===== src/rtl/cpu_pkg.sv =====
// Shared CPU definitions: default widths, opcode encodings and the fetch FSM state type.
package cpu_pkg;

  localparam int unsigned ADDR_W  = 8;
  localparam int unsigned DATA_W  = 16;
  localparam int unsigned TIMEOUT = 15;

  // Opcodes occupy the top nibble of an instruction word.
  localparam logic [3:0] P_NOOP  = 4'h0;
  localparam logic [3:0] P_LOAD  = 4'h1;
  localparam logic [3:0] P_STORE = 4'h2;
  localparam logic [3:0] P_ADD   = 4'h3;
  localparam logic [3:0] P_SUB   = 4'h4;
  localparam logic [3:0] P_HALT  = 4'hF;

  // Full instruction word for a no-op, loaded into IR when a fetch is aborted.
  localparam logic [DATA_W-1:0] NOOP_WORD = {P_NOOP, 12'h000};

  typedef enum logic {
    IDLE = 1'b0,
    WAIT = 1'b1
  } fetch_state_t;

endpackage


===== src/rtl/instr_fetch_unit_if.sv =====
// Instruction-memory read bus.
//   master (fetch unit): drives IM_ADDR, IM_RD_EN; receives IM_RDATA, IM_VALID
//   slave  (memory)    : the reverse
interface instr_fetch_unit_if import cpu_pkg::*; #(
  parameter int unsigned AW = ADDR_W,
  parameter int unsigned DW = DATA_W
) ();

  logic [AW-1:0] IM_ADDR;
  logic          IM_RD_EN;
  logic [DW-1:0] IM_RDATA;
  logic          IM_VALID;

  modport master (output IM_ADDR, IM_RD_EN, input IM_RDATA, IM_VALID);
  modport slave  (input IM_ADDR, IM_RD_EN, output IM_RDATA, IM_VALID);

endinterface


===== src/rtl/pc_reg.sv =====
// Program counter with clear-over-increment priority and modulo-2^W wrap.
//   Clock, Reset : clock, synchronous active-high reset
//   clr          : load 0 (wins over inc)
//   inc          : advance by one, wrapping silently
//   pc           : current count
module pc_reg import cpu_pkg::*; #(
  parameter int unsigned W = ADDR_W
) (
  input  logic         Clock,
  input  logic         Reset,
  input  logic         clr,
  input  logic         inc,
  output logic [W-1:0] pc
);

  always_ff @(posedge Clock) begin
    if (Reset || clr) pc <= '0;
    else if (inc)     pc <= pc + W'(1);
  end

endmodule


===== src/rtl/instr_fetch_unit.sv =====
// Instruction fetch unit: owns PC and IR, fetches the word at PC from a
// variable-latency instruction memory on each IR_LD.
//   Clock, Reset       : clock, synchronous active-high reset
//   PC_CLR, PC_IC      : clear / increment PC (clear also aborts a fetch)
//   IR_LD              : fetch request pulse
//   IR, IR_READY       : instruction register and its fresh-word level flag
//   BUSY               : fetch in flight
//   PC                 : program counter
//   FETCH_ERR          : sticky fetch-timeout flag
//   im                 : instruction-memory read bus (master side)
// Optional feature: define FETCH_TIMEOUT_EN to abort fetches after TIMEOUT
// wait cycles with a no-op in IR and FETCH_ERR set; otherwise fetches wait
// indefinitely and FETCH_ERR is tied low.
module instr_fetch_unit import cpu_pkg::*; #(
  parameter int unsigned ADDR_W  = cpu_pkg::ADDR_W,
  parameter int unsigned DATA_W  = cpu_pkg::DATA_W
`ifdef FETCH_TIMEOUT_EN
  ,
  parameter int unsigned TIMEOUT = cpu_pkg::TIMEOUT
`endif
) (
  input  logic              Clock,
  input  logic              Reset,
  input  logic              PC_CLR,
  input  logic              PC_IC,
  input  logic              IR_LD,
  output logic [DATA_W-1:0] IR,
  output logic              IR_READY,
  output logic              BUSY,
  output logic [ADDR_W-1:0] PC,
  output logic              FETCH_ERR,
  instr_fetch_unit_if.master im
);

  fetch_state_t      state_q, state_d;
  logic [DATA_W-1:0] ir_d;
  logic              ready_d;
  logic [ADDR_W-1:0] addr_q, addr_d;
  logic              rd_en_q, rd_en_d;

`ifdef FETCH_TIMEOUT_EN
  localparam int unsigned CNT_W = $clog2(TIMEOUT + 1);
  logic [CNT_W-1:0] cnt_q, cnt_d;
  logic             err_d;
`endif

  pc_reg #(.W(ADDR_W)) u_pc (
    .Clock (Clock),
    .Reset (Reset),
    .clr   (PC_CLR),
    .inc   (PC_IC),
    .pc    (PC)
  );

  assign im.IM_ADDR  = addr_q;
  assign im.IM_RD_EN = rd_en_q;

  // State and registered outputs.
  always_ff @(posedge Clock) begin
    if (Reset) begin
      state_q  <= IDLE;
      IR       <= '0;
      IR_READY <= 1'b0;
      BUSY     <= 1'b0;
      addr_q   <= '0;
      rd_en_q  <= 1'b0;
`ifdef FETCH_TIMEOUT_EN
      cnt_q     <= '0;
      FETCH_ERR <= 1'b0;
`endif
    end else begin
      state_q  <= state_d;
      IR       <= ir_d;
      IR_READY <= ready_d;
      BUSY     <= (state_d == WAIT);
      addr_q   <= addr_d;
      rd_en_q  <= rd_en_d;
`ifdef FETCH_TIMEOUT_EN
      cnt_q     <= cnt_d;
      FETCH_ERR <= err_d;
`endif
    end
  end

`ifndef FETCH_TIMEOUT_EN
  assign FETCH_ERR = 1'b0;
`endif

  // Next-state and next-output logic; PC_CLR overrides everything.
  always_comb begin
    state_d = state_q;
    ir_d    = IR;
    ready_d = IR_READY;
    addr_d  = addr_q;
    rd_en_d = rd_en_q;
`ifdef FETCH_TIMEOUT_EN
    cnt_d   = cnt_q;
    err_d   = FETCH_ERR;
`endif

    if (PC_CLR) begin
      state_d = IDLE;
      rd_en_d = 1'b0;
      ready_d = 1'b0;
`ifdef FETCH_TIMEOUT_EN
      err_d   = 1'b0;
`endif
    end else begin
      unique case (state_q)
        IDLE: begin
          if (IR_LD) begin
            addr_d  = PC;
            rd_en_d = 1'b1;
            ready_d = 1'b0;
            state_d = WAIT;
`ifdef FETCH_TIMEOUT_EN
            cnt_d   = '0;
`endif
          end
        end
        WAIT: begin
          if (im.IM_VALID) begin
            ir_d    = im.IM_RDATA;
            rd_en_d = 1'b0;
            ready_d = 1'b1;
            state_d = IDLE;
          end
`ifdef FETCH_TIMEOUT_EN
          // Abort on the TIMEOUT-th consecutive wait cycle; real data above wins.
          else if (cnt_q == CNT_W'(TIMEOUT - 1)) begin
            ir_d    = DATA_W'(NOOP_WORD);
            rd_en_d = 1'b0;
            ready_d = 1'b1;
            err_d   = 1'b1;
            state_d = IDLE;
          end else begin
            cnt_d   = cnt_q + CNT_W'(1);
          end
`endif
        end
        default: state_d = IDLE;
      endcase
    end
  end

endmodule


===== src/flat_wrapper.sv =====
// flat-port wrapper written by rule: the top's interface ports become plain ports
module instr_fetch_unit_flat import cpu_pkg::*;
#(
  parameter int unsigned ADDR_W  = cpu_pkg::ADDR_W,
  parameter int unsigned DATA_W  = cpu_pkg::DATA_W

)
  (Clock, Reset, PC_CLR, PC_IC, IR_LD, IR, IR_READY, BUSY, PC, FETCH_ERR, im_IM_ADDR, im_IM_RD_EN, im_IM_RDATA, im_IM_VALID);
  instr_fetch_unit_if im_i ();
  input  logic Clock;
  input  logic Reset;
  input  logic PC_CLR;
  input  logic PC_IC;
  input  logic IR_LD;
  output logic [DATA_W-1:0] IR;
  output logic IR_READY;
  output logic BUSY;
  output logic [ADDR_W-1:0] PC;
  output logic FETCH_ERR;
  output wire logic [$bits(im_i.IM_ADDR)-1:0] im_IM_ADDR;
  output wire logic [$bits(im_i.IM_RD_EN)-1:0] im_IM_RD_EN;
  input wire logic [$bits(im_i.IM_RDATA)-1:0] im_IM_RDATA;
  input wire logic [$bits(im_i.IM_VALID)-1:0] im_IM_VALID;
  assign im_IM_ADDR = im_i.IM_ADDR;
  assign im_IM_RD_EN = im_i.IM_RD_EN;
  assign im_i.IM_RDATA = im_IM_RDATA;
  assign im_i.IM_VALID = im_IM_VALID;
  instr_fetch_unit #(.ADDR_W(ADDR_W), .DATA_W(DATA_W)) u_core (.Clock(Clock), .Reset(Reset), .PC_CLR(PC_CLR), .PC_IC(PC_IC), .IR_LD(IR_LD), .IR(IR), .IR_READY(IR_READY), .BUSY(BUSY), .PC(PC), .FETCH_ERR(FETCH_ERR), .im(im_i));
endmodule

===== config.mk =====
export PLATFORM = sky130hd
export DESIGN_NAME = instr_fetch_unit_flat
export DESIGN_NICKNAME = d
export VERILOG_FILES = /design/src/rtl/cpu_pkg.sv /design/src/rtl/instr_fetch_unit_if.sv /design/src/rtl/pc_reg.sv /design/src/rtl/instr_fetch_unit.sv /design/src/flat_wrapper.sv
export SDC_FILE = /design/constraint.sdc
export NUM_CORES = 1
export LEC_CHECK = 0
export CAP_MARGIN = 20
export CELL_PAD_IN_SITES_DETAIL_PLACEMENT = 0
export CELL_PAD_IN_SITES_GLOBAL_PLACEMENT = 1
export CORE_MARGIN = 5
export CORE_UTILIZATION = 26
export CTS_CLUSTER_DIAMETER = 30
export DETAILED_ROUTE_END_ITERATION = 6
export PLACE_DENSITY_LB_ADDON = 0.1
export SLEW_MARGIN = 20
export SYNTH_ARGS = -nofsm -noshare
export SYNTH_HDL_FRONTEND = slang
export SYNTH_SLANG_ARGS = --single-unit
export TNS_END_PERCENT = 50

===== constraint.sdc =====
create_clock -name Clock -period 1.2 [get_ports Clock]
set_input_delay 0.24 -clock Clock [delete_from_list [all_inputs] [get_ports Clock]]
set_output_delay 0.24 -clock Clock [all_outputs]
set_load 0.005 [all_outputs]

* After elaboration in Yosys (flattened, before gate mapping)
Cells that the tools add are included.
** Word-level totals
- Output and inout bits :: 36
- Logic and storage cells :: 25
- Input bits :: 22
- Flip-flop bits (word level) :: 35
** Operators by class
- Multiplexer cells :: 9
- Add/sub/neg operators :: 1
- Reduce and logical (&&, ||, !) cells :: 5
- Eq/ne operators :: 2
- Bitwise gates (word level) :: 2
** Operators with widths (number)
- 8-bit by 1-bit adder with 8-bit output (second input constant) :: 1
- 1-bit two-way mux :: 6
- 1-bit case mux with 2 select lines :: 3
- 3-bit AND reduction :: 2
- 2-bit inequality test (second input constant) :: 2
- 1-bit inverter :: 2
- 2-bit AND reduction :: 1
- 2-bit OR reduction :: 1
- 1-bit logical OR :: 1

* Longest topological paths before layout
Gate-level depths: netlist (run 1).
- Depth after elaboration :: 3
- Gate-level depth with buffers :: 6
- Gate-level depth less buffers :: 4

* By module
Synthesis (run 1) repeated with hierarchy kept, for this count alone.
** Second synthesis, totals
- Cells, all modules :: 159
- Area total of the unflattened synthesis :: 1343.8 µm²
** Modules (own cells, without submodules)
- instr_fetch_unit :: cells each 121, area each 998.5 µm², seq. area each 540.5 µm², instances 1
- pc_reg :: cells each 38, area each 345.3 µm², seq. area each 160.2 µm², instances 1

* Worst setup path after synthesis (run 1)
Ideal clock, no wire load.
- Path kind :: reg-to-reg
- Start point :: reg u_core.u_pc.pc[0]
- End point :: reg u_core.u_pc.pc[6]
- Stages on the path, launching flop included :: 5
- Data arrival time :: 1.151 ns
- Library setup time :: 0.071 ns
- Slack :: -0.022 ns
- Buffers on the path :: 0
- Clock period less this slack :: 1.222 ns
- Required time :: 1.129 ns
- Cell sequence :: dfxtp_1 ha_1 nand3_1 or3_1 a21oi_1
** Between the ends
- Cells in the longest elaborated chain, start to end :: 1
** Ends and longest elaborated chain
- start, declared :: line pc_reg.sv:13 : output logic [W-1:0] pc
- start signal, assigned :: line pc_reg.sv:18 : else if (inc) pc <= pc + W'(1);
- 8-bit by 1-bit adder with 8-bit output :: line pc_reg.sv:18
Every way passes these cells.
A chain may end at the register's enable or synchronous reset.

* Final worst setup path (run 1)
- Start point :: in PC_CLR
- End point :: reg u_core.addr_q[6], in the netlist u_core.im.IM_ADDR[6]
** Between the ends
- Cells in the longest elaborated chain, start to end :: 2
** Ends and longest elaborated chain
- start, declared :: line flat_wrapper.sv:12 : input logic PC_CLR;
- 1-bit inverter (no line)
- 3-bit AND reduction (no line)
- end signal, assigned :: line instr_fetch_unit.sv:76 : addr_q <= addr_d;
- end, declared :: line instr_fetch_unit.sv:38 : logic [ADDR_W-1:0] addr_q, addr_d;
Every way passes these cells.

==> results of run 1 <==
[area by class of cell]
class                   instances  area, sq um  share of cell area, %
clock buffers                   6         82.6                   3.73
clock inverters                 2         35.0                   1.58
inverters                       1         3.75                  0.169
multi-input cells             105          587                   26.5
flip-flops and latches         35          727                   32.8
well taps                      70         87.6                   3.95
repair buffers                 75          692                   31.2
[cell families after synthesis]
logic type,Yosys count,share of synthesized area [%]
flops,35,52.9
buf+inv,12,4.91
xor+xnor,4,2.65
other cells,1,0.283
simple gates,62,20.7
compound gates,28,10.8
fa+ha+maj,1,0.945
mux,9,6.81
[repair_timing]
action | 4_1_cts | 5_1_grt
pin swaps | 0 | 1
setup endpoints to repair | 36 | 15
cloned | 0 | 0
setup buffers | 1 | 1
gates resized for setup | 51 | 7
hold buffers | 0 | 0
[cells in the mapped netlist]
cell type	count	area, sq um
nand3_1	2	10.0
nand4_2	1	12.5
buf_4	4	30.0
dfxtp_1	35	701
ha_1	1	12.5
inv_1	1	3.75
nand4_1	2	12.5
nand2_1	35	131
xor2_1	3	26.3
nand2b_1	1	6.26
nor2_1	14	52.6
o21ai_0	5	25.0
o21bai_1	1	7.51
or2_2	1	6.26
mux2i_1	9	90.1
clkbuf_2	1	5.00
and3b_1	1	8.76
nand3b_1	1	7.51
buf_2	3	15.0
or3_1	3	18.8
clkbuf_1	3	11.3
xnor2_1	1	8.76
a21oi_1	22	110
nor3b_1	1	7.51
conb_1	1	3.75
[path summary, 6_finish.rpt]
check	startpoint	endpoint	slack, ns	depth (start not counted)
worst max-delay path	PC_CLR	u_core.im.IM_ADDR[6]	0.04	5
worst min-delay path	PC_IC	u_core.u_pc.pc[6]	0.40	4
worst max register to register	u_core.u_pc.pc[0]	u_core.u_pc.pc[6]	0.04	4
worst min register to register	u_core.IR[8]	u_core.IR[8]	0.46	2
[report_power, final]
group	switching (mW)	internal [mW]
combinational	0.0762	0.124
sequential	0.0122	1.17
clock	0.405	0.672
[metal layers]
metal  routed length, um  GRT usage, %  share of wire [%]  vias to the layer above
li1                    -             -                  -                      640
met1                1590          13.8                 44                      577
met2                1730          18.0                 48                       36
met3                 286          5.32                7.9                        2
met4                  20          4.05               0.55                        0
met5                   0             0                  0                        -
[through the flow]
stage / cells / power (mW) / cell area, sq um / worst slack [ns] / hold WS, ns
6_report: 294 / 2.46 / 2210 / 0.0401 / 0.403
5_1_grt: 294 / 2.59 / 2210 / -0.0184 / 0.424
4_1_cts: 293 / 2.50 / 2180 / 0.00193 / 0.456
3_5_place_dp: 284 / 1.42 / 2070 / -0.300 / 0.449
3_3_place_gp: 284 / 1.41 / 2070 / -0.300 / 0.443
2_1_floorplan: 152 / 1.29 / 1330 / 0.0249 / 0.333
[worst max-delay path, stage by stage]
cell and delay [ns]:
clkdlybuf4s50_1 0.46, nor3b_2 0.20, buf_6 0.18, mux2i_2 0.21
nor2_1 0.05
==> impl_metrics.tcl, run 1 <==
set metrics [dict create \
    status "completed" \
    wire_per_inst_um 12.3 \
    syn_to_final_growth_pct 67.3 \
    finalHoldViolations 0 \
    rsz0062_at_grt "true" \
    finalCriticalPeriod_ns 1.16 \
    first_pass_iters 4 \
    synthCells 152 \
    cts_max_level 2 \
    clk_path_buf_depth 2 \
    avgViaCountPerCell 4.27 \
    coreArea_sq_um 5010 \
    drive_gt1_share_pct 20.5 \
    cts_tree "yes" \
    final_common_cell "nand2_1" \
    num_antenna_cells 0 \
    track_usage_pct 11.5 \
    grt_pass1_vias 1215 \
    root_buffer "clkbuf_8" \
    drc 0 \
    port-buffer-count 56 \
    peakVddDrop_mv 0.462 \
    final.setup.tns_ns 0 \
    max_freq_mhz 862 \
    row_count 26 \
    synth_nets 175 \
    clk_latency_ns 0.28 \
    period_share_pct 96.7 \
    grt_pass1_wl_um 5810 \
    synth_area_per_cell_sq_um 8.71 \
    worstPathArrival_ns 1.34 \
    worstSetupStartpointType "input pin" \
    synth_cell_type_count 25 \
    largest_reg_flops 16 \
    p_leak_nw 0.991 \
    place_congestion 0.728 \
    die_y_um 81.4 \
    cts_inserted_buffers 5 \
    critPathMaxFanout 8 \
    drv_slew 0 \
    critPathKind "input pin to register" \
    maxCapViolCount 0 \
    yosysSeqAreaShare_pct 52.9 \
    required_ns 1.38 \
    hpwl_um 2730 \
    overflow 0 \
    antenna_found_initial 0 \
    synth-seq-cells 35 \
    initial_core_util_pct 26.4 \
    fillCellCount 527 \
    skew_ns 0.00760 \
    power_density_nw_per_um2 1110 \
    post-route-util_pct 44.2 \
    grt_max_degree 17 \
    fp.dieArea_sq_um 6620 \
    cts_sinks 35 \
    final_nets 246 \
    drt_iter0_markers 31 \
    cts.clk_slew.worst_paths_ns 0.07 \
    layout_common_cells "35 x nand2_1, 34 x dlygate4sd2_1, 22 x a21oi_1, 22 x dfxtp_1, 20 x clkdlybuf4s50_1" \
    routed_wl_um 3620 \
    synth_area_sq_um 1320 \
    worstHoldPathType "input pin to register" \
    ios 58 \
    die_w_um 81.4 \
    cp-end-kind "register" \
    yosys_warnings 0 \
    ant_nets 0 \
    vias 1255 \
    finalSetupViolations 0 \
]
Note: power is estimated with default switching activity, not from simulation.
==> inputs of run 2 (changes only) <==
--- a/config.mk
+++ b/config.mk
@@ -8,7 +8,6 @@
 export CAP_MARGIN = 20
 export CELL_PAD_IN_SITES_DETAIL_PLACEMENT = 0
 export CELL_PAD_IN_SITES_GLOBAL_PLACEMENT = 1
-export CORE_MARGIN = 5
 export CORE_UTILIZATION = 26
 export CTS_CLUSTER_DIAMETER = 30
 export DETAILED_ROUTE_END_ITERATION = 6
==> impl_metrics.tcl, run 2 (synthesis gave the netlist of run 1 again) <==
set metrics [dict create \
    cts.clk_slew.worst_paths_ns 0.07 \
    maxCapViolCount 0 \
    avgViaCountPerCell 4.28 \
    finalHoldViolations 0 \
    hpwl_um 2440 \
    peakVddDrop_mv 0.728 \
    row_count 25 \
    post-place-ws_ns -0.324 \
    clk_path_buf_depth 2 \
    die_w_um 73.4 \
    root_buffer "clkbuf_8" \
    status "completed" \
    fp.dieArea_sq_um 5380 \
    dpl.cell_count 284 \
    overflow 0 \
    final.setup.tns_ns 0 \
    worstPathArrival_ns 1.39 \
    antenna_found_initial 0 \
    drv_slew 0 \
    place_congestion 0.730 \
    ant_nets 0 \
    wire_per_inst_um 11.9 \
    worstHoldPathType "input pin to register" \
    cp-end-kind "register" \
    skew_ns 0.00344 \
    cts_inserted_buffers 5 \
    fin_ws_ns 0.0311 \
    port-buffer-count 56 \
    cts_hold_buf 0 \
    critPathMaxFanout 4 \
    grt_pass1_wl_um 5440 \
    power_density_nw_per_um2 981 \
    cts_tree "yes" \
    drt_iter0_markers 15 \
    die_y_um 73.4 \
    cts_max_level 2 \
    drive_gt1_share_pct 20.4 \
    place_area_sq_um 2100 \
    syn_to_final_growth_pct 67.3 \
    rsz0062_at_grt "true" \
    holdWs_ns 0.374 \
    required_ns 1.42 \
    ios 58 \
    first_pass_iters 2 \
    clk_latency_ns 0.28 \
    grt_pass1_vias 1180 \
    layout.cells.non_filler 293 \
    routed_wl_um 3490 \
    fillCellCount 511 \
    p_leak_nw 1.01 \
    track_usage_pct 13.6 \
    coreArea_sq_um 4820 \
    critPathKind "register to register" \
    finalInstanceArea_sq_um 2210 \
    grt_max_degree 17 \
    max_freq_mhz 855 \
    num_antenna_cells 0 \
    finalCriticalPeriod_ns 1.17 \
    vias 1253 \
    worstSetupStartpointType "register" \
    layout_common_cells "35 x nand2_1, 35 x dlygate4sd2_1, 25 x dfxtp_1" \
    period_share_pct 97.4 \
    finalSetupViolations 0 \
    initial_core_util_pct 27.5 \
    largest_reg_flops 16 \
    drc 0 \
    final_nets 250 \
    cts_sinks 35 \
]
## run 2: through the flow
step	total power, mW	util (%)
CTS	2.20	44.8
global route	2.27	46.0
global placement	1.42	43.6
floorplan	1.29	-
finish	2.17	46.0
detailed placement	1.43	43.6
## run 2: where the power goes
group	internal (mW)	switching, mW
logic	0.132	0.0802
registers	1.17	0.0110
clock network	0.386	0.389
total	1.69	0.480
## run 2: what timing repair did
item                                    in CTS  in global routing
endpoints found under the setup margin      44                 15
resized for setup                           46                 11
gates cloned                                 0                  0
pin swaps                                    1                  4
buffers inserted                             1                  2
## run 2: layer usage
metal,GRT usage [%],routed length (um),vias up
met1,16.3,1550,570
met4,5.77,53,0
li1,-,-,643
met2,22.0,1690,34
met5,0,0,-
met3,5.08,200,6
## run 2: critical path: stages (launching register included)
cell	delay, ns
dfxtp_4	0.38
ha_4	0.15
nand3_2	0.08
or3_1	0.39
a21oi_2	0.12
## run 2: area by class of cell
type	count	area, sq um	area share, %
clock buffers	6	72.6	3.28
inverters	1	3.75	0.169
multi-input cells	105	596	26.9
flip-flops and latches	35	721	32.5
well taps	67	83.8	3.79
repair buffers	79	738	33.3
## run 2: path summary, 6_finish.rpt
path | slack [ns] | end | start | cells after the start
setup / recovery | 0.03 | u_core.u_pc.pc[6] | u_core.u_pc.pc[0] | 4
hold / removal | 0.37 | u_core.BUSY | PC_CLR | 4
setup reg to reg | 0.03 | u_core.u_pc.pc[6] | u_core.u_pc.pc[0] | 4
hold reg to reg | 0.45 | u_core.IR[15] | u_core.IR[15] | 2
==> inputs of run 3 (changes only) <==
--- a/config.mk
+++ b/config.mk
@@ -8,7 +8,7 @@
 export CAP_MARGIN = 20
 export CELL_PAD_IN_SITES_DETAIL_PLACEMENT = 0
 export CELL_PAD_IN_SITES_GLOBAL_PLACEMENT = 1
-export CORE_UTILIZATION = 26
+export CORE_UTILIZATION = 25
 export CTS_CLUSTER_DIAMETER = 30
 export DETAILED_ROUTE_END_ITERATION = 6
 export PLACE_DENSITY_LB_ADDON = 0.1
==> impl_metrics.tcl, run 3 (synthesis gave the netlist of run 1 again) <==
set metrics [dict create \
    cts_inserted_buffers 5 \
    layout_common_cells "35 x nand2_1, 35 x dlygate4sd2_1, 22 x dfxtp_1" \
    coreArea_sq_um 5110 \
    rsz0062_at_grt "true" \
    routed_wl_um 3450 \
    clk_latency_ns 0.28 \
    fin_ws_ns -0.00460 \
    track_usage_pct 13.2 \
    finalHoldViolations 0 \
    grt_max_degree 17 \
    critPathKind "register to register" \
    final_nets 248 \
    rr_worst_depth 5 \
    drive_gt1_share_pct 22.2 \
    wire_per_inst_um 11.7 \
    critPathMaxFanout 3 \
    first_pass_iters 4 \
    avgViaCountPerCell 4.26 \
    period_share_pct 100 \
    clk_path_buf_depth 2 \
    cts_max_level 2 \
    drc 0 \
    cp-end-kind "register" \
    cts.clk_slew.worst_paths_ns 0.07 \
    vias 1257 \
    port-buffer-count 56 \
    r2r_start "u_core.u_pc.pc[1]" \
    crit_path_start "u_core.u_pc.pc[1]" \
    place_congestion 0.744 \
    ios 58 \
    cts_sinks 35 \
    antenna_found_initial 0 \
    power_mw 2.23 \
    worstHoldPathType "input pin to register" \
    grt_pass1_vias 1257 \
    die_y_um 74.8 \
    post-route-util_pct 43.5 \
    drt_iter0_markers 40 \
    cts_hold_buf 0 \
    power_density_nw_per_um2 1000 \
    finalCriticalPeriod_ns 1.20 \
    crit_end "u_core.u_pc.pc[6]" \
    worstSetupStartpointType "register" \
    finalSetupViolations 1 \
    reg2reg_to "u_core.u_pc.pc[6]" \
    max_freq_mhz 830 \
    worstPathArrival_ns 1.42 \
    maxCapViolCount 0 \
    grt_pass1_wl_um 5510 \
    skew_ns 0.00415 \
    post-place-ws_ns -0.284 \
    drv_slew 0 \
    row_count 26 \
    cts_tree "yes" \
    peakVddDrop_mv 0.496 \
    num_antenna_cells 0 \
    violations "setup timing" \
    die_w_um 74.8 \
    root_buffer "clkbuf_8" \
    place_area_sq_um 2070 \
    status "finished with violations" \
    required_ns 1.41 \
    p_leak_nw 1.00 \
    syn_to_final_growth_pct 67.7 \
    ant_nets 0 \
    hpwl_um 2500 \
    initial_core_util_pct 25.9 \
    overflow 0 \
    finalInstanceArea_sq_um 2220 \
    fillCellCount 537 \
    final.setup.tns_ns -0.00460 \
    rrSetupSlack_ns -0.005 \
    largest_reg_flops 16 \
    fp.dieArea_sq_um 5590 \
]
==> run 3: cell types whose count changed in the layout (fill, tap and decap cells not counted), sizes merged <==
cell,previous run,this run
buf,23,21
clkinv,0,1
clkdlybuf4s50,18,19
dlymetal6s2s,3,2
==> run 3: power by group <==
| group | switching (mW) | leakage, nW | internal [mW] |
|---|---|---|---|
| Combinational | 0.0779 | 0.667 | 0.124 |
| Clock | 0.389 | 0.0470 | 0.450 |
| Sequential | 0.0115 | 0.290 | 1.17 |
==> run 3: layout make-up <==
cell class / count / area (sq um) / share of cell area, %
clock buffers: 6 / 82.6 / 3.72
inverters: 1 / 3.75 / 0.169
flip-flops and latches: 35 / 724 / 32.6
multi-input cells: 105 / 604 / 27.2
repair buffers: 77 / 712 / 32.1
clock inverters: 1 / 5.00 / 0.225
well taps: 70 / 87.6 / 3.95
==> run 3: repair_timing <==
action                                  in CTS  in global routing
gates resized for setup                     49                 12
setup buffers                                5                  1
endpoints found under the setup margin      35                 17
hold endpoints to repair                     0                  0
pin swaps                                    1                  5
==> run 3: worst min-delay path by stage <==
stage                   from            end  cells past startpoint
2_1_floorplan    im_IM_VALID    u_core.BUSY                      1
3_3_place_gp   u_core.IR[12]  u_core.IR[12]                      2
3_5_place_dp   u_core.IR[12]  u_core.IR[12]                      2
4_1_cts        u_core.IR[12]  u_core.IR[12]                      2
5_1_grt               PC_CLR    u_core.BUSY                      4
6_report              PC_CLR    u_core.BUSY                      4
==> run 3: critical path, stage by stage (launching register included) <==
cell and delay (ns):
dfxtp_2 0.34, buf_6 0.11, ha_4 0.12, nand3_2 0.08, or3_4 0.39, a21oi_2 0.11
==> run 3: metrics by stage <==
stage | hold slack, ns | instances
finish | 0.363 | 295
global placement | 0.442 | 284
global route | 0.400 | 295
detailed placement | 0.446 | 284
CTS | 0.454 | 296
floorplan | 0.333 | 152
==> run 3: layer usage <==
metal	vias up	track usage [%]	routed length [um]
met5	-	0	0
met4	0	6.71	46
met3	7	5.62	318
met2	39	22.0	1670
met1	566	14.3	1420
li1	645	-	-
==> patch 1, RTL diff (config.mk and constraints of run 1) <==
Add a define of `FETCH_TIMEOUT_EN`.
--- a/src/rtl/instr_fetch_unit.sv
+++ b/src/rtl/instr_fetch_unit.sv
@@ -12,4 +12,6 @@
 // wait cycles with a no-op in IR and FETCH_ERR set; otherwise fetches wait
 // indefinitely and FETCH_ERR is tied low.
+`define FETCH_TIMEOUT_EN
+
 module instr_fetch_unit import cpu_pkg::*; #(
   parameter int unsigned ADDR_W  = cpu_pkg::ADDR_W,
Behaviour: no difference found for any inputs over 10 cycles, from zero or initial values and one cycle with Reset high; that may be too few to reach the edited logic, so the function may still have changed.
==> patch 1 against run 1 <==
- the flow now finishes with violations (setup timing)
- total power up 12%
- non-clock buffer count is 28 higher
- routed wire length up 46%
- via count up 39%
- area after synthesis up 24%
- sequential cell count is 5 higher
- final area rose by 34%
- worst setup slack lost 0.23 ns
==> patch 1: results <==
metrics = {
    "outcome": {
        "status": "complete, but fails checks",
        "violations": "setup timing",
    },
    "synthesis": {
        "yosys-top-cells-count": "dfxtp_1 (40), a21oi_1 (32), nand2_1 (31)",
        "synth_area_per_cell_um2": 8.54,
        "synthTopCellsByArea": "dfxtp_1 (49%), a21oi_1 (9.8%), o21ai_0 (8.2%), nand2_1 (7.1%), ha_1 (2.3%)",
        "synth-seq-cells": 40,
        "syn_nets": 217,
        "seq_area_frac_synth_pct": 48.8,
    },
    "place": {
        "placed_area_um2": 2520,
        "dp_slack_ns": -0.437,
        "dpl.hpwl_mm": 3.49,
        "gp_congestion": 0.747,
    },
    "critical_path": {
        "worstPathMaxFanout": 3,
        "r2r_cells": 5,
        "rr_endpoint": "u_core.cnt_q[1]",
        "arrival_ns": 1.60,
        "cp_slowest_stage_delay_ns": 0.37,
        "rr_startpoint": "u_core.cnt_q[0]",
        "crit_slowest_cell": "or3b_4",
        "cp_top_family": "simple AND/OR/NAND/NOR gates",
    },
    "layout": {
        "num-fill-cells": 637,
        "ff_latch_area_um2": 837,
        "postLayoutCoreUtil_pct": 47.5,
        "layout-drive-gt1-share_pct": 40.0,
        "multi_input_area_um2": 980,
        "layout.nonclk_buf_share_pct": 31.5,
        "multi_input_cells": 136,
        "fin_nets": 314,
        "buffers": 103,
        "inverters": 3,
    },
    "min_path": {
        "whs_endpoint": "u_core.u_pc.pc[5]",
    },
    "global_routing": {
        "grt_pass1_wl_mm": 8.50,
        "grt_pass1_vias": 1758,
        "use_met1_pct": 17.8,
        "grt_start_max_net_pins": 21,
        "grt_use_met3_pct": 3.87,
    },
    "detailed_routing": {
        "first_iter_violations": 26,
        "vias": 1742,
        "drt_wl_total_mm": 5.28,
        "wl_met3_um": 366,
        "wl_met1_mm": 2.43,
    },
    "power": {
        "p_int_mw": 2.13,
        "switchingPower_uw": 634,
        "p_leak_nw": 1.23,
        "pwr_density_cell_nw_per_um2": 930,
        "power_combinational_uw": 323,
    },
    "sta": {
        "hold_slack_ns": 0.381,
        "fin_ws_ns": -0.193,
        "setup_violations": 24,
        "fin_tns_setup_ns": -2.06,
    },
    "clock_tree": {
        "post_cts_resize_count": 79,
    },
}
-- patch 1: logic make-up (layout without fill, tap and decap cells) --
family / count (synthesis) / in the layout / share of synthesized area (%)
AOI/OAI and AO/OA: 72 / 72 / 24.7
and+or+nand+nor: 56 / 56 / 16.9
DFF: 40 / 40 / 48.8
buffers and inverters: 16 / 114 / 4.50
xor gates and xnor gates: 4 / 4 / 2.14
adders and majority gates: 3 / 3 / 2.29
muxes: 1 / 1 / 0.610
-- patch 1: how the worst max path moves through the flow --
stage	startpoint	depth (start not counted)	to	slack, ns
2_1_floorplan	u_core.cnt_q[0]	5	u_core.cnt_q[0]	-0.15
3_3_place_gp	im_IM_VALID	4	u_core.cnt_q[1]	-0.41
3_5_place_dp	im_IM_VALID	4	u_core.cnt_q[1]	-0.44
4_1_cts	u_core.cnt_q[0]	5	u_core.cnt_q[1]	-0.18
5_1_grt	u_core.cnt_q[0]	5	u_core.cnt_q[1]	-0.25
6_report	u_core.cnt_q[0]	5	u_core.cnt_q[1]	-0.19
==> patch 2, RTL diff (config.mk and constraints of run 1) <==
Made on the original files. Take the reset off `addr_q` and load it in a clocked block of its own.
--- a/src/rtl/instr_fetch_unit.sv
+++ b/src/rtl/instr_fetch_unit.sv
@@ -63,5 +63,4 @@
       IR_READY <= 1'b0;
       BUSY     <= 1'b0;
-      addr_q   <= '0;
       rd_en_q  <= 1'b0;
 `ifdef FETCH_TIMEOUT_EN
@@ -74,5 +73,4 @@
       IR_READY <= ready_d;
       BUSY     <= (state_d == WAIT);
-      addr_q   <= addr_d;
       rd_en_q  <= rd_en_d;
 `ifdef FETCH_TIMEOUT_EN
@@ -81,4 +79,8 @@
 `endif
     end
+  end
+
+  always_ff @(posedge Clock) begin
+    addr_q <= addr_d;
   end
 
Formal check against the unedited RTL: differs if Reset is asserted again (counterexample within 4 cycles, from zero or initial values and one cycle with Reset high); with Reset held inactive, the same outputs for 10 cycles.
==> patch 2 against run 1 <==
- sequential cell count stayed put
- via count is 8.7% lower
- global-route usage is 0.99 points lower
- first-iteration DRC count is 16% lower
- routed wire length is 6.5% lower
- final area is 3.2% lower
- largest cell class unchanged
- area after synthesis is 3.6% lower
- hold slack worse by 0.056 ns
- worst setup slack better by 0.0090 ns
- sequential share of layout area is 4.5 points higher
- total power is 9.0% lower
==> patch 2: results <==
metrics = {
    "outcome": {
        "status": "completed",
    },
    "synthesis": {
        "synthTopCellsByArea": "dfxtp_1 (42%), edfxtp_1 (19%), nand2_1 (10%), a21oi_1 (8.2%), buf_4 (2.4%)",
        "seq_area_frac_synth_pct": 61.2,
        "ys_async_sr_fraction_pct": 0,
        "syn_nets": 155,
        "synth_cell_type_count": 24,
        "synth-edff-count": 8,
        "yosys-top-cells-count": "nand2_1 (34), dfxtp_1 (27), a21oi_1 (21)",
        "synth_top_cell_area_share_pct": 42.4,
    },
    "power": {
        "seq_power_share_pct": 55.2,
        "ir_worst_vdd_mv": 0.502,
        "p_leak_nw": 0.917,
        "clockPowerShare_pct": 35.7,
        "sw_frac_of_total_pct": 21.9,
    },
    "min_path": {
        "whs_endpoint": "u_core.BUSY",
        "whs_path_depth": 4,
        "worstHoldStart": "PC_CLR",
    },
    "layout": {
        "diodes": 0,
        "fin_nets": 226,
        "layout-drive-gt1-share_pct": 20.6,
    },
    "critical_path": {
        "rr_startpoint": "u_core.u_pc.pc[1]",
        "arrival_ns": 0.91,
        "crit_slowest_cell": "edfxtp_1",
        "worstPathMaxFanout": 1,
        "crit_end": "im_IM_ADDR[5]",
        "rr_endpoint": "u_core.u_pc.pc[7]",
        "cp_top_family": "flip-flops",
        "cp_slowest_stage_delay_ns": 0.36,
        "crit_start": "u_core.im.IM_ADDR[5]",
        "r2r_slack_ns": 0.05,
        "r2r_cells": 3,
    },
    "global_routing": {
        "antenna_found_initial": 0,
        "grt_start_max_net_pins": 18,
        "grt_pass1_wl_mm": 5.26,
        "grt_util_all_layers_pct": 10.5,
        "grt_pass1_vias": 1183,
    },
    "clock_tree": {
        "cts_buffers": 5,
        "clock-sinks": 35,
        "clk_pin_slew_ns": 0.07,
        "cts_max_level": 2,
    },
    "detailed_routing": {
        "first_iter_violations": 26,
        "vias": 1146,
        "wl_per_cell_um": 12.5,
        "drt-pass1-iter-count": 4,
    },
    "place": {
        "io_buffers": 56,
        "gp_congestion": 0.750,
        "placed_area_um2": 2010,
        "dpl.hpwl_mm": 2.41,
    },
    "sta": {
        "worst_clock_skew_ns": 0.00801,
    },
}
-- patch 2: per-layer routing --
| layer | share of wire, % | global-route usage, % | up-vias |
|---|---|---|---|
| li1 | - | - | 582 |
| met1 | 41 | 11.2 | 527 |
| met5 | 0 | 0 | - |
| met2 | 50 | 18.2 | 35 |
| met3 | 8.5 | 5.27 | 2 |
| met4 | 0.56 | 3.04 | 0 |
-- patch 2: through the flow --
step | power, mW | hold WS, ns | worst slack [ns] | instances | utilization [%]
global route | 2.34 | 0.374 | -0.0141 | 271 | 45.1
floorplan | 1.33 | 0.333 | -0.0166 | 132 | -
CTS | 2.28 | 0.451 | 0.00831 | 271 | 43.9
global placement | 1.48 | 0.443 | -0.296 | 260 | 42.3
detailed placement | 1.48 | 0.449 | -0.322 | 260 | 42.3
finish | 2.24 | 0.348 | 0.0491 | 271 | 45.1
-- patch 2: cells by family (layout without fill, tap and decap cells) --
logic type / count (synthesis) / count (layout) / share of synthesized area, %
other cells: 1 / 1 / 0.294
fa+ha+maj: 1 / 1 / 0.980
simple gates: 55 / 55 / 19.3
xor+xnor: 4 / 4 / 2.75
compound gates: 27 / 27 / 11.0
flops: 35 / 35 / 61.2
mux: 1 / 1 / 0.784
buf+inv: 8 / 80 / 3.73
-- patch 2: layout make-up --
cell class                      count  area, um2
Clock inverter                      2       8.76
Sequential cell                    35        801
Tap cell                           67       83.8
Clock buffer                        6       72.6
Multi-Input combinational cell     89        484
Timing Repair Buffer               72        693
Fill cell                         516       2610
-- patch 2: repair_timing --
| action | CTS | global route |
|---|---|---|
| buffers inserted | 3 | 0 |
| hold buffers | 0 | 0 |
| pin swaps | 0 | 3 |
| setup endpoints to repair | 39 | 23 |
| gates cloned | 0 | 1 |
| gates resized for setup | 47 | 12 |
